`src/rtl/posix_time_pkg.sv`:
```
// Shared constants, FSM encodings and calendar helpers for the POSIX time decoder.
// Leap rule is only exact for years 1970..2106, which is all a 32-bit count reaches.
package posix_time_pkg;

    localparam logic [16:0] SEC_IN_DAY  = 17'd86400;
    localparam logic [16:0] SEC_IN_HOUR = 17'd3600;
    localparam logic [16:0] SEC_IN_MIN  = 17'd60;

    localparam logic [2:0] ST_IDLE  = 3'd0;
    localparam logic [2:0] ST_DIV   = 3'd1;
    localparam logic [2:0] ST_HOUR  = 3'd2;
    localparam logic [2:0] ST_MIN   = 3'd3;
    localparam logic [2:0] ST_YEAR  = 3'd4;
    localparam logic [2:0] ST_MONTH = 3'd5;
    localparam logic [2:0] ST_DONE  = 3'd6;

    function automatic logic is_leap(input logic [15:0] year);
        return (year[1:0] == 2'd0) && (year != 16'd2100);
    endfunction

    function automatic logic [4:0] month_len(input logic [3:0] month, input logic leap);
        logic [4:0] len;
        case (month)
            4'd2:                        len = leap ? 5'd29 : 5'd28;
            4'd4, 4'd6, 4'd9, 4'd11:     len = 5'd30;
            default:                     len = 5'd31;
        endcase
        return len;
    endfunction

    // Mod-7 add; increments never exceed 3 so a single subtract suffices.
    function automatic logic [2:0] wday_add(input logic [2:0] acc, input logic [1:0] inc);
        logic [3:0] sum;
        sum = {1'b0, acc} + {2'b00, inc};
        if (sum >= 4'd7) begin
            sum = sum - 4'd7;
        end
        return sum[2:0];
    endfunction

endpackage

```
`src/rtl/posix_div32.sv`:
```
// 32-by-17-bit restoring divider, one quotient bit per cycle, 32 cycles per divide.
// The first step runs on the start edge; done_o marks the final step with results valid.
module posix_div32
    import posix_time_pkg::*;
(
    input  logic        clk_i,
    input  logic        rst_i,
    input  logic        start_i,
    input  logic [31:0] dividend_i,
    input  logic [16:0] divisor_i,
    output logic        busy_o,
    output logic        done_o,
    output logic [31:0] quotient_o,
    output logic [16:0] remainder_o
);

    logic        running_q;
    logic [4:0]  cnt_q;
    logic [31:0] dvd_q;
    logic [31:0] quo_q;
    logic [16:0] rem_q;
    logic [16:0] div_q;

    logic [16:0] cur_rem;
    logic [16:0] cur_div;
    logic [31:0] cur_quo;
    logic        cur_bit;
    logic [17:0] trial;
    logic [17:0] diff;
    logic        take;
    logic [16:0] rem_step;
    logic [31:0] quo_step;

    always_comb begin
        cur_rem  = start_i ? 17'd0 : rem_q;
        cur_quo  = start_i ? 32'd0 : quo_q;
        cur_bit  = start_i ? dividend_i[31] : dvd_q[31];
        cur_div  = start_i ? divisor_i : div_q;
        trial    = {cur_rem, cur_bit};
        diff     = trial - {1'b0, cur_div};
        take     = trial >= {1'b0, cur_div};
        // Either branch is below the divisor, so bit 17 is always zero here.
        rem_step = take ? diff[16:0] : trial[16:0];
        quo_step = {cur_quo[30:0], take};
    end

    assign busy_o      = running_q;
    assign done_o      = running_q && (cnt_q == 5'd31) && !start_i;
    assign quotient_o  = done_o ? quo_step : quo_q;
    assign remainder_o = done_o ? rem_step : rem_q;

    always_ff @(posedge clk_i or posedge rst_i) begin
        if (rst_i) begin
            running_q <= 1'b0;
            cnt_q     <= 5'd0;
            dvd_q     <= 32'd0;
            quo_q     <= 32'd0;
            rem_q     <= 17'd0;
            div_q     <= 17'd0;
        end else if (start_i) begin
            running_q <= 1'b1;
            cnt_q     <= 5'd1;
            dvd_q     <= {dividend_i[30:0], 1'b0};
            quo_q     <= quo_step;
            rem_q     <= rem_step;
            div_q     <= divisor_i;
        end else if (running_q) begin
            cnt_q <= cnt_q + 5'd1;
            dvd_q <= {dvd_q[30:0], 1'b0};
            quo_q <= quo_step;
            rem_q <= rem_step;
            if (cnt_q == 5'd31) begin
                running_q <= 1'b0;
            end
        end
    end

endmodule

```
`src/rtl/posix_time_decoder.sv`:
```
// Multicycle POSIX seconds to calendar decoder: one divide by a day, then subtract
// loops for hours, minutes, years and months with a mod-7 weekday accumulator.
module posix_time_decoder
    import posix_time_pkg::*;
#(
    parameter int unsigned EPOCH_YEAR = 1970,
    parameter int unsigned EPOCH_WDAY = 4,
    parameter int unsigned YEAR_W     = 12
) (
    input  logic              clk_i,
    input  logic              rst_i,
    input  logic [31:0]       posix_time_i,
    input  logic              start_i,
    output logic              busy_o,
    output logic              valid_o,
    output logic [5:0]        sec_o,
    output logic [5:0]        min_o,
    output logic [4:0]        hour_o,
    output logic [4:0]        day_o,
    output logic [3:0]        month_o,
    output logic [YEAR_W-1:0] year_o,
    output logic [2:0]        wday_o
);

    logic [2:0]        state_q, state_d;
    logic [16:0]       rem_q, rem_d;
    logic [15:0]       days_q, days_d;
    logic [4:0]        hour_q, hour_d;
    logic [5:0]        min_q, min_d;
    logic [YEAR_W-1:0] year_q, year_d;
    logic [3:0]        month_q, month_d;
    logic [2:0]        wacc_q, wacc_d;

    logic              valid_q, valid_d;
    logic [5:0]        sec_out_q, sec_out_d;
    logic [5:0]        min_out_q, min_out_d;
    logic [4:0]        hour_out_q, hour_out_d;
    logic [4:0]        day_out_q, day_out_d;
    logic [3:0]        month_out_q, month_out_d;
    logic [YEAR_W-1:0] year_out_q, year_out_d;
    logic [2:0]        wday_out_q, wday_out_d;

    logic              div_start;
    logic              div_busy;
    logic              div_done;
    logic [31:0]       div_quo;
    logic [16:0]       div_rem;
    logic              unused_div;

    logic              leap_cur;
    logic [8:0]        ylen;
    logic [4:0]        mlen;
    logic [5:0]        wsum;

    assign div_start = (state_q == ST_IDLE) && start_i;

    posix_div32 u_div (
        .clk_i       (clk_i),
        .rst_i       (rst_i),
        .start_i     (div_start),
        .dividend_i  (posix_time_i),
        .divisor_i   (SEC_IN_DAY),
        .busy_o      (div_busy),
        .done_o      (div_done),
        .quotient_o  (div_quo),
        .remainder_o (div_rem)
    );

    // Quotient never exceeds 49710 days, so the upper half is always zero.
    assign unused_div = ^div_quo[31:16] ^ div_busy;

    always_comb begin
        leap_cur = is_leap(16'(year_q));
        ylen     = leap_cur ? 9'd366 : 9'd365;
        mlen     = month_len(month_q, leap_cur);
        // Only reached in DONE where days is at most 30, so the sum stays below 37.
        wsum     = {3'b000, wacc_q} + {1'b0, days_q[4:0]};
    end

    always_comb begin
        state_d     = state_q;
        rem_d       = rem_q;
        days_d      = days_q;
        hour_d      = hour_q;
        min_d       = min_q;
        year_d      = year_q;
        month_d     = month_q;
        wacc_d      = wacc_q;
        valid_d     = 1'b0;
        sec_out_d   = sec_out_q;
        min_out_d   = min_out_q;
        hour_out_d  = hour_out_q;
        day_out_d   = day_out_q;
        month_out_d = month_out_q;
        year_out_d  = year_out_q;
        wday_out_d  = wday_out_q;

        case (state_q)
            ST_IDLE: begin
                if (start_i) begin
                    state_d = ST_DIV;
                    hour_d  = 5'd0;
                    min_d   = 6'd0;
                    year_d  = YEAR_W'(EPOCH_YEAR);
                    month_d = 4'd1;
                    wacc_d  = 3'(EPOCH_WDAY);
                end
            end
            ST_DIV: begin
                if (div_done) begin
                    rem_d   = div_rem;
                    days_d  = div_quo[15:0];
                    state_d = ST_HOUR;
                end
            end
            ST_HOUR: begin
                if (rem_q >= SEC_IN_HOUR) begin
                    rem_d  = rem_q - SEC_IN_HOUR;
                    hour_d = hour_q + 5'd1;
                end else begin
                    state_d = ST_MIN;
                end
            end
            ST_MIN: begin
                if (rem_q >= SEC_IN_MIN) begin
                    rem_d = rem_q - SEC_IN_MIN;
                    min_d = min_q + 6'd1;
                end else begin
                    state_d = ST_YEAR;
                end
            end
            ST_YEAR: begin
                if (days_q >= {7'd0, ylen}) begin
                    days_d = days_q - {7'd0, ylen};
                    year_d = year_q + YEAR_W'(1);
                    wacc_d = wday_add(wacc_q, 2'(ylen - 9'd364));
                end else begin
                    state_d = ST_MONTH;
                end
            end
            ST_MONTH: begin
                if (days_q >= {11'd0, mlen}) begin
                    days_d  = days_q - {11'd0, mlen};
                    month_d = month_q + 4'd1;
                    wacc_d  = wday_add(wacc_q, 2'(mlen - 5'd28));
                end else begin
                    state_d = ST_DONE;
                end
            end
            ST_DONE: begin
                state_d     = ST_IDLE;
                valid_d     = 1'b1;
                sec_out_d   = rem_q[5:0];
                min_out_d   = min_q;
                hour_out_d  = hour_q;
                day_out_d   = days_q[4:0] + 5'd1;
                month_out_d = month_q;
                year_out_d  = year_q;
                wday_out_d  = 3'(wsum % 6'd7);
            end
            default: begin
                state_d = ST_IDLE;
            end
        endcase
    end

    always_ff @(posedge clk_i or posedge rst_i) begin
        if (rst_i) begin
            state_q     <= ST_IDLE;
            rem_q       <= 17'd0;
            days_q      <= 16'd0;
            hour_q      <= 5'd0;
            min_q       <= 6'd0;
            year_q      <= YEAR_W'(EPOCH_YEAR);
            month_q     <= 4'd1;
            wacc_q      <= 3'(EPOCH_WDAY);
            valid_q     <= 1'b0;
            sec_out_q   <= 6'd0;
            min_out_q   <= 6'd0;
            hour_out_q  <= 5'd0;
            day_out_q   <= 5'd1;
            month_out_q <= 4'd1;
            year_out_q  <= YEAR_W'(EPOCH_YEAR);
            wday_out_q  <= 3'(EPOCH_WDAY);
        end else begin
            state_q     <= state_d;
            rem_q       <= rem_d;
            days_q      <= days_d;
            hour_q      <= hour_d;
            min_q       <= min_d;
            year_q      <= year_d;
            month_q     <= month_d;
            wacc_q      <= wacc_d;
            valid_q     <= valid_d;
            sec_out_q   <= sec_out_d;
            min_out_q   <= min_out_d;
            hour_out_q  <= hour_out_d;
            day_out_q   <= day_out_d;
            month_out_q <= month_out_d;
            year_out_q  <= year_out_d;
            wday_out_q  <= wday_out_d;
        end
    end

    assign busy_o  = (state_q != ST_IDLE);
    assign valid_o = valid_q;
    assign sec_o   = sec_out_q;
    assign min_o   = min_out_q;
    assign hour_o  = hour_out_q;
    assign day_o   = day_out_q;
    assign month_o = month_out_q;
    assign year_o  = year_out_q;
    assign wday_o  = wday_out_q;

endmodule

```
`config.mk`:
```
export PLATFORM = sky130hd
export DESIGN_NAME = posix_time_decoder
export DESIGN_NICKNAME = d
export VERILOG_FILES = /design/src/rtl/posix_time_pkg.sv /design/src/rtl/posix_div32.sv /design/src/rtl/posix_time_decoder.sv
export SDC_FILE = /design/constraint.sdc
export NUM_CORES = 1
export LEC_CHECK = 0
export ABC_AREA = 1
export ABC_CLOCK_PERIOD_IN_PS = 3100
export BUFFER_PORTS_ARGS = -buffer_cell sky130_fd_sc_hd__buf_2
export CAP_MARGIN = 20
export CORE_UTILIZATION = 56
export DETAILED_ROUTE_END_ITERATION = 8
export PLACE_DENSITY = 0.88
export SLEW_MARGIN = 15
export SYNTH_ARGS = -nofsm -noshare
export SYNTH_HDL_FRONTEND = slang
export SYNTH_HIERARCHICAL = 1
export SYNTH_SLANG_ARGS = --single-unit
```
`constraint.sdc`:
```
create_clock -name clk_i -period 3.1 [get_ports clk_i]
set_input_delay 0.155 -clock clk_i [delete_from_list [all_inputs] [get_ports clk_i]]
set_output_delay 0.155 -clock clk_i [all_outputs]
set_load 0.005 [all_outputs]
```
==> results.txt, run 1 <==
The count of buffers added on input and output ports is 77. Measured in cells, the most critical reg-to-reg path has a length of 19. The worst setup path is captured at a flip-flop.

After clock tree synthesis, the clock-pin slew on the worst setup and hold paths is 0.09 ns. Counting the fill cells in the layout gives 1388. Yosys printed 6 warnings. The total count of hold-check failures in the final report was 0.

The critical path is of the flip-flop to flip-flop type. Aggregate routed wire length: 42400 microns. The area growth from synthesis to layout is 32.9%.

After detailed placement, the total cell area comes to 0.0147 sq mm. For the remaining global-route overflow, the log shows 0. The number of global-route vias before repair is 13125. The path class of the tightest hold or removal check is input port to flip-flop.

The net total in the final layout is 2111, and the critical path's largest stage delay is 0.71 ns. Measured against its own limit, the worst slew margin works out to 40.1%. The initial standard-cell utilization of the core was 57.8%.

The cell family with the largest share of critical-path delay was adder cells. The number of I/O pins was 78. The standby leakage power was 0.00836 uW. CTS built an H-tree with a depth of 4. For this block, the via count after detailed routing is 13775. The final critical path takes up 116% of the cycle. The run gives 17 as the clock buffer count from CTS.

The run finished, with violations left. For the final database, setup skew stands at 0.0188 ns. Global routing consumed, on the met3 layer, 5.49% of the routing resources.

In this run the worst path has a maximum fanout of 3. Entering global routing, the biggest net connects 78 pins. Summing all flip-flop and latch instances after layout gives 0.00490 sq mm. After technology mapping, the gate count stands at 1739. The x dimension of the die is 153 microns. The routing usage on met1 is 39.6%. In the final layout, the share of cells above drive strength 1 is 31.2%.

The tools report the met2 global-route usage as 58.2%. The highest-delay cell along the critical path is fa_2. The tools report the placeable core region as 0.0220 sq mm.

The initial antenna violation count was 0. The power per standard cell area was 1280 mW/mm^2. Among the stages of the critical path, the cell type that occurs most often is nand2_1. The half-perimeter wire length after placement came out at 24900 microns. The actual slew at the worst max-slew pin is 0.897 ns, and the final-layout worst hold slack is 0.276 ns.

The count of nets left with antenna violations once routing finished came out at 0. Across every metal layer, demand over resource in global routing totals 33.4%. The maximum number of buffers from clock root to sink came out at 2. Max-cap violations in this run came to 0. The weighted congestion reported at the end of routability-driven placement came out at 0.955.

After synthesis the cells add up to 0.0127 sq mm. The floorplan has 54 rows. In the final routed layout, each cell accounts on average for 18.3 microns. The highest ir drop seen on vdd was 0.00108 V.

The per-cell via count in the routed design came out at 5.95. The clock net in this run drives a total of 195 sinks. Setup violations remaining at the end of the flow were counted as 53. The number of antenna diodes in the final layout is 0.

The number of DRC violations after detailed routing came out at 11. The data arrival at the endpoint of the critical path came out at 3.94 ns. Counting both buffers and inverters, the worst setup path holds a total of 5. Clock latency on the worst-skew pair: 0.45 ns. STA classifies the critical path startpoint as a flip-flop. The post-layout worst setup margin is -0.493 ns. Clock tree synthesis selected as its root buffer the cell clkbuf_16. For this block, the initial DRC count from the detailed router was 1508. Setup repair after global routing could not meet its margin everywhere. The critical path goes through inv_4 -> ha_4 -> o21ai_2 -> a21oi_2 -> a21oi_2 -> buf_4 -> ha_2 -> inv_1 -> fa_2 -> inv_1 -> ha_1 -> nand2_1 -> nand2_1 -> inv_2 -> nand2_1 -> o21ai_1 -> o22ai_1 -> nand2_1 -> nand2_1.

The max-slew violation count is 0, and the overall die area is 0.0233 sq mm. The y dimension of the die was 153 microns. The first TritonRoute pass finished after 8 iterations. The time the worst path needs with I/O delays and setup is 3.59 ns, and the post-synthesis area per instance is 7.32 sq um. For the design area, the log shows 0.0169 sq mm. Along the worst hold path, the cell count comes to 6. The first global-routing pass estimated 63300 microns of wire.

The tools report the highest clock frequency the design can meet as 278 MHz. met2 is the most crowded layer. The tools report the multi-input combinational cell area as 0.00764 sq mm. The critical path required time came out at 3.45 ns.

TritonCTS built the clock tree. The critical path crosses 19 cells after its start point. The final reports fail on DRC, setup timing.
==> per-stage QoR <==
step	setup TNS [ns]	power, uW	setup slack, ns	cells	util, %
6_report	-11.23	21600	-0.493	2314	76.8
5_1_grt	-17.44	22900	-0.525	2314	76.8
4_1_cts	-0.597	19400	-0.0700	2287	73.6
3_5_place_dp	-5.19	16100	-0.179	2189	66.7
3_3_place_gp	-1.30	15600	-0.101	2189	66.7
2_1_floorplan	-1.08	12300	-0.122	1754	-
==> worst reg2reg max path, cell delays in order, from the launching register on <==
cell and delay, ns:
dfstp_2 0.60, inv_4 0.08, ha_4 0.19, o21ai_2 0.16, a21oi_2 0.08, a21oi_2 0.16, buf_4 0.13, ha_2 0.17
inv_1 0.16, fa_2 0.72, inv_1 0.09, ha_1 0.23, nand2_1 0.07, nand2_1 0.10, inv_2 0.10, nand2_1 0.09
o21ai_1 0.12, o22ai_1 0.10, nand2_1 0.08, nand2_1 0.06
==> routing by layer <==
metal / part of all wire [%] / wire length [microns] / vias up
met3: 8.2 / 3460 / 293
met4: 7.1 / 3010 / 0
met1: 36 / 15300 / 6387
li1: - / - / 6186
met2: 49 / 20700 / 909
met5: 0 / 0 / -
==> area by class of cell <==
| cell class | instances | share of cell area [%] |
|---|---|---|
| sequential | 195 | 29.0 |
| timing repair buffer | 304 | 13.9 |
| multi-input combinational | 1235 | 45.2 |
| clock buffer | 18 | 2.60 |
| clock inverter | 14 | 1.08 |
| timing repair inverter | 1 | 0.0370 |
| tap | 280 | 2.07 |
| inverter | 267 | 6.12 |
==> placed cells by master (no fill, tap or decap), drive strengths merged, types with 9 or more instances in the layout <==
cell type and n:
nand2 523, inv 273, buf 272, o21ai 189
dfrtp 176, nor2 109, nand3 105, a21oi 51
ha 49, dlygate4sd3 32, o221ai 26, nor3 24
or2 22, o22ai 19, dfstp 19, xor2 18
clkbuf 18, conb 17, nand4 15, o211ai 12
clkinv 9
==> state kept, by name, summed over array words and instances, names as in the netlist, 3 cells and up <==
name,count
day_o,5
days_q,16
hour_o,5
hour_q,5
min_o,6
min_q,6
month_o,4
month_q,4
rem_q,17
sec_o,6
state_q,3
u_div/cnt_q,5
u_div/div_q,17
u_div/dvd_q,31
u_div/quo_q,16
u_div/rem_q,17
wacc_q,3
wday_o,3
year_o,12
year_q,12
==> repair_timing <==
action                                 CTS  global route
endpoints found under the hold margin  127             0
setup endpoints to repair               55            73
cloned                                   2             3
hold buffers                            32             0
pin swaps                               32            67
setup buffers                           32            23
gates resized for setup                 85           137
==> path summary, 6_finish.rpt <==
kind                                        from             end  slack (ns)
worst max-delay path                  month_q[0]       wacc_q[1]       -0.49
worst min-delay path            posix_time_i[31]  u_div/rem_q[0]        0.28
worst max register to register        month_q[0]       wacc_q[1]       -0.49
worst min register to register    u_div/cnt_q[3]  u_div/cnt_q[3]        0.47
max in group asynchronous                  rst_i       year_q[4]        1.82
min in group asynchronous                  rst_i      days_q[10]        0.39
==> power breakdown <==
group | internal (uW) | switching, uW
sequential | 3680 | 807
combinational | 5970 | 8770
clock | 1130 | 1200
(Power assumes the default switching activity.)
==> run 2, diff against run 1 <==
--- a/config.mk
+++ b/config.mk
@@ -11,9 +11,10 @@
 export CAP_MARGIN = 20
 export CORE_UTILIZATION = 56
 export DETAILED_ROUTE_END_ITERATION = 8
-export PLACE_DENSITY = 0.88
+export PLACE_DENSITY = 0.77
 export SLEW_MARGIN = 15
 export SYNTH_ARGS = -nofsm -noshare
 export SYNTH_HDL_FRONTEND = slang
 export SYNTH_HIERARCHICAL = 1
 export SYNTH_SLANG_ARGS = --single-unit
+export TNS_END_PERCENT = 5
==> run 2 against run 1 <==
The run still ends with DRC, setup timing left; combinational power decreased by 12%; global-route usage decreased by 3.0 points; fmax increased by 3.9%; non-clock buffer count decreased by 24; sequential power decreased by 2%; power decreased by 9.4%; largest cell class unchanged; utilization decreased by 3.4 points; die area unchanged; routed wire length decreased by 18%.
==> results.txt, run 2 (synthesis results as in run 1) <==
The tools report the root buffer cell as clkbuf_16. The share of total power dissipated in combinational logic is 66.0%. The clock latency on the worst-skew pair is 0.44 ns.

The switching share of power was 48.2%. Counting cells, the worst reg-to-reg path comes to 24. The half-perimeter wire length after placement is 24300 microns, and the total iterations of the first detailed-routing run is 9. The initial utilization of the core area, before any placement, comes to 57.8%.

Leaving out fill and tap cells, the most frequent cells in the layout are nand2_1 (454), inv_1 (226), dfrtp_1 (175), buf_4 (157), o21ai_0 (132). Total power for the finished layout comes to 19500 uW. The cell count after placement is 2202.

The flow ran to the end, but the final reports show violations. The clock tree synthesis step divided the H-tree into 4 levels. The per-cell via count in the routed design came out at 5.47.

Summing over every cut layer, the via total after detailed routing is 12509. The tools report the number of antenna diodes as 0. The most critical setup path has its startpoint at state_q[1].

The max-slew violation count came out at 0. The final critical path takes up 112% of the cycle. The register share of total power was 22.5%.

The congestion estimate from routability-driven global placement came to 1.02. The finished layout holds 2288 standard cells, fillers aside. Clock buffer count from CTS: 17.

The class of the most critical setup path was flip-flop to flip-flop. Ratio of cells with drive above 1 in the final layout: 26.2%. In the routed design, unresolved DRC markers number 7.

Clock-pin slew was measured on the worst setup and hold paths at 0.08 ns. The startpoint of the most critical register-to-register path is state_q[1]. The initialized floorplan defines 54 standard-cell rows. The first routing iteration left 982 violations.

The total count of hold-check failures in the final report came out at 0. The tools report the maximum number of buffers from clock root to sink as 2. For the highest clock frequency the design can meet, the log shows 289 MHz.

Synthesis-to-layout area growth: 27.0%. TritonCTS built the clock tree. The analysis attributes to net switching a power of 9410 uW. Entering global routing, the biggest net connects 78 pins. The net total in the final layout was 2085; the critical path required time was 3.46 ns. The category of the worst setup path capture point is a flip-flop.

The fill cell instance count of the final layout is 1684, and the x dimension of the die is 153 microns. The clock arrives with 0.0137 ns of skew. Of the total power, the clock network draws 11.6%.

The y dimension of the die was 153 microns. Setup repair after global routing could not meet its margin everywhere. STA classifies the critical path startpoint as a flip-flop.

The logs give -0.301 ns for the worst slack at placement and 30.4% for the global-route total usage across every layer. Dividing the detail-routed wire length by the instance count gives 15.1 microns. The first global-routing pass estimated 58100 microns of wire.

The number of flip-flops in the largest register was 31. The post-layout worst setup margin is -0.357 ns, and the remaining global-route overflow is 0. VDD sags by at most 0.000920 V. Leaving out fill and tap cells, the most frequent cell in the layout is nand2_1. The tools report the count of final setup violators as 47. The register with the most flip-flops is u_div/dvd_q. The count of buffers inserted at the top-level ports is 77. For the data arrival at the endpoint of the critical path, the log shows 3.82 ns. The checks that failed: DRC, setup timing. 78 I/O pins were placed. The max-cap check violation count was 0. The routed design could run at a clock period as short as 3.46 ns.

The min-delay analysis places its worst path in the category input port to asynchronous set/reset pin. In this run the power density over the cells is 1210 mW/mm^2. The post-route antenna net violation count was 0. The run gives 34600 microns as the aggregate routed wire length. At the pin with the least slew margin, the transition time is 0.762 ns.

The tools report the standby leakage power as 0.00809 uW. Of all nets on the critical path, the largest fanout is 8. The final cell utilization of the core was 73.4%. In this run the tightest slew margin relative to its limit is 49.2%. The initial antenna violation count came out at 0. CTS saw 195 sinks. The placeable core region is 0.0220 sq mm. The internal power of the cells totals 10100 uW. The die covers 0.0233 sq mm. The tools report the number of global-route vias before repair as 12093. The sum of negative setup slack is -7.66 ns.
-- run 2: cell types whose count changed in the layout (fill, tap and decap cells not counted), sizes merged --
| cell | previous run | this run |
|---|---|---|
| buf | 272 | 248 |
| clkbuf | 18 | 17 |
| clkinv | 9 | 14 |
| inv | 273 | 269 |
| nand2 | 523 | 521 |
-- run 2: stage by stage --
stage / area (sq um) / hold WS (ns)
detailed placement: 14700 / 0.180
floorplan: 13200 / 0.276
CTS: 15800 / 0.262
global placement: 14700 / 0.172
global route: 16200 / 0.276
finish: 16200 / 0.251
-- run 2: worst max-delay path, cell delays in order (launching register included) --
cell and delay, ns:
dfrtp_1 0.41, nor2_2 0.14, inv_2 0.06, nor2_2 0.11, inv_2 0.06, nor2_4 0.21
clkinv_4 0.13, buf_6 0.14, or2_4 0.25, o21ai_4 0.08, ha_4 0.25, a21oi_4 0.15
nor2_1 0.05, nor2_1 0.16, nand2_2 0.11, nor2_8 0.22, buf_6 0.17, nand3_1 0.09
nand2_1 0.11, nand2_1 0.06, nand2_1 0.09, nand2_1 0.08, o211ai_1 0.10, nand2_1 0.06
o21ai_1 0.09
-- run 2: power groups by stage --
| stage | combinational, uW | sequential, uW | clock [uW] |
|---|---|---|---|
| detailed placement | 11600 | 4390 | 0 |
| floorplan | 7920 | 4300 | 0 |
| CTS | 12100 | 4350 | 2280 |
| global route | 14200 | 4510 | 2400 |
| finish | 12900 | 4390 | 2260 |
| global placement | 11300 | 4350 | 0 |
-- run 2: area by class of cell --
class | count | area, sq um | share of cell area [%]
multi-input cells | 1233 | 7190 | 44.5
clock inverters | 15 | 189 | 1.17
clock buffers | 17 | 425 | 2.63
inverters | 267 | 1020 | 6.32
repair inverters | 1 | 3.75 | 0.0232
flip-flops and latches | 195 | 4900 | 30.3
well taps | 280 | 350 | 2.17
repair buffers | 280 | 2080 | 12.9
-- run 2: path summary, 6_finish.rpt --
check / slack (ns) / to
hold reg to reg: 0.47 / hour_o[4]
max in group asynchronous: 1.90 / year_q[4]
min in group clk_i: 0.30 / wacc_q[2]
setup reg to reg: -0.36 / rem_q[15]
hold / removal: 0.25 / u_div/quo_q[14]
setup / recovery: -0.36 / rem_q[15]
-- run 2: layer usage --
metal	global-route usage, %	up-vias	wire length (microns)
li1	-	6128	-
met1	39.2	5917	14900
met2	53.2	393	17200
met3	3.50	71	1650
met4	9.96	0	848
met5	0	-	0
-- run 2: what timing repair did --
action	in CTS	in global routing
cloned	3	0
buffers inserted	1	17
resized for setup	48	51
hold endpoints to repair	94	0
endpoints found under the setup margin	57	76
pin swaps	19	34
hold buffers	32	0
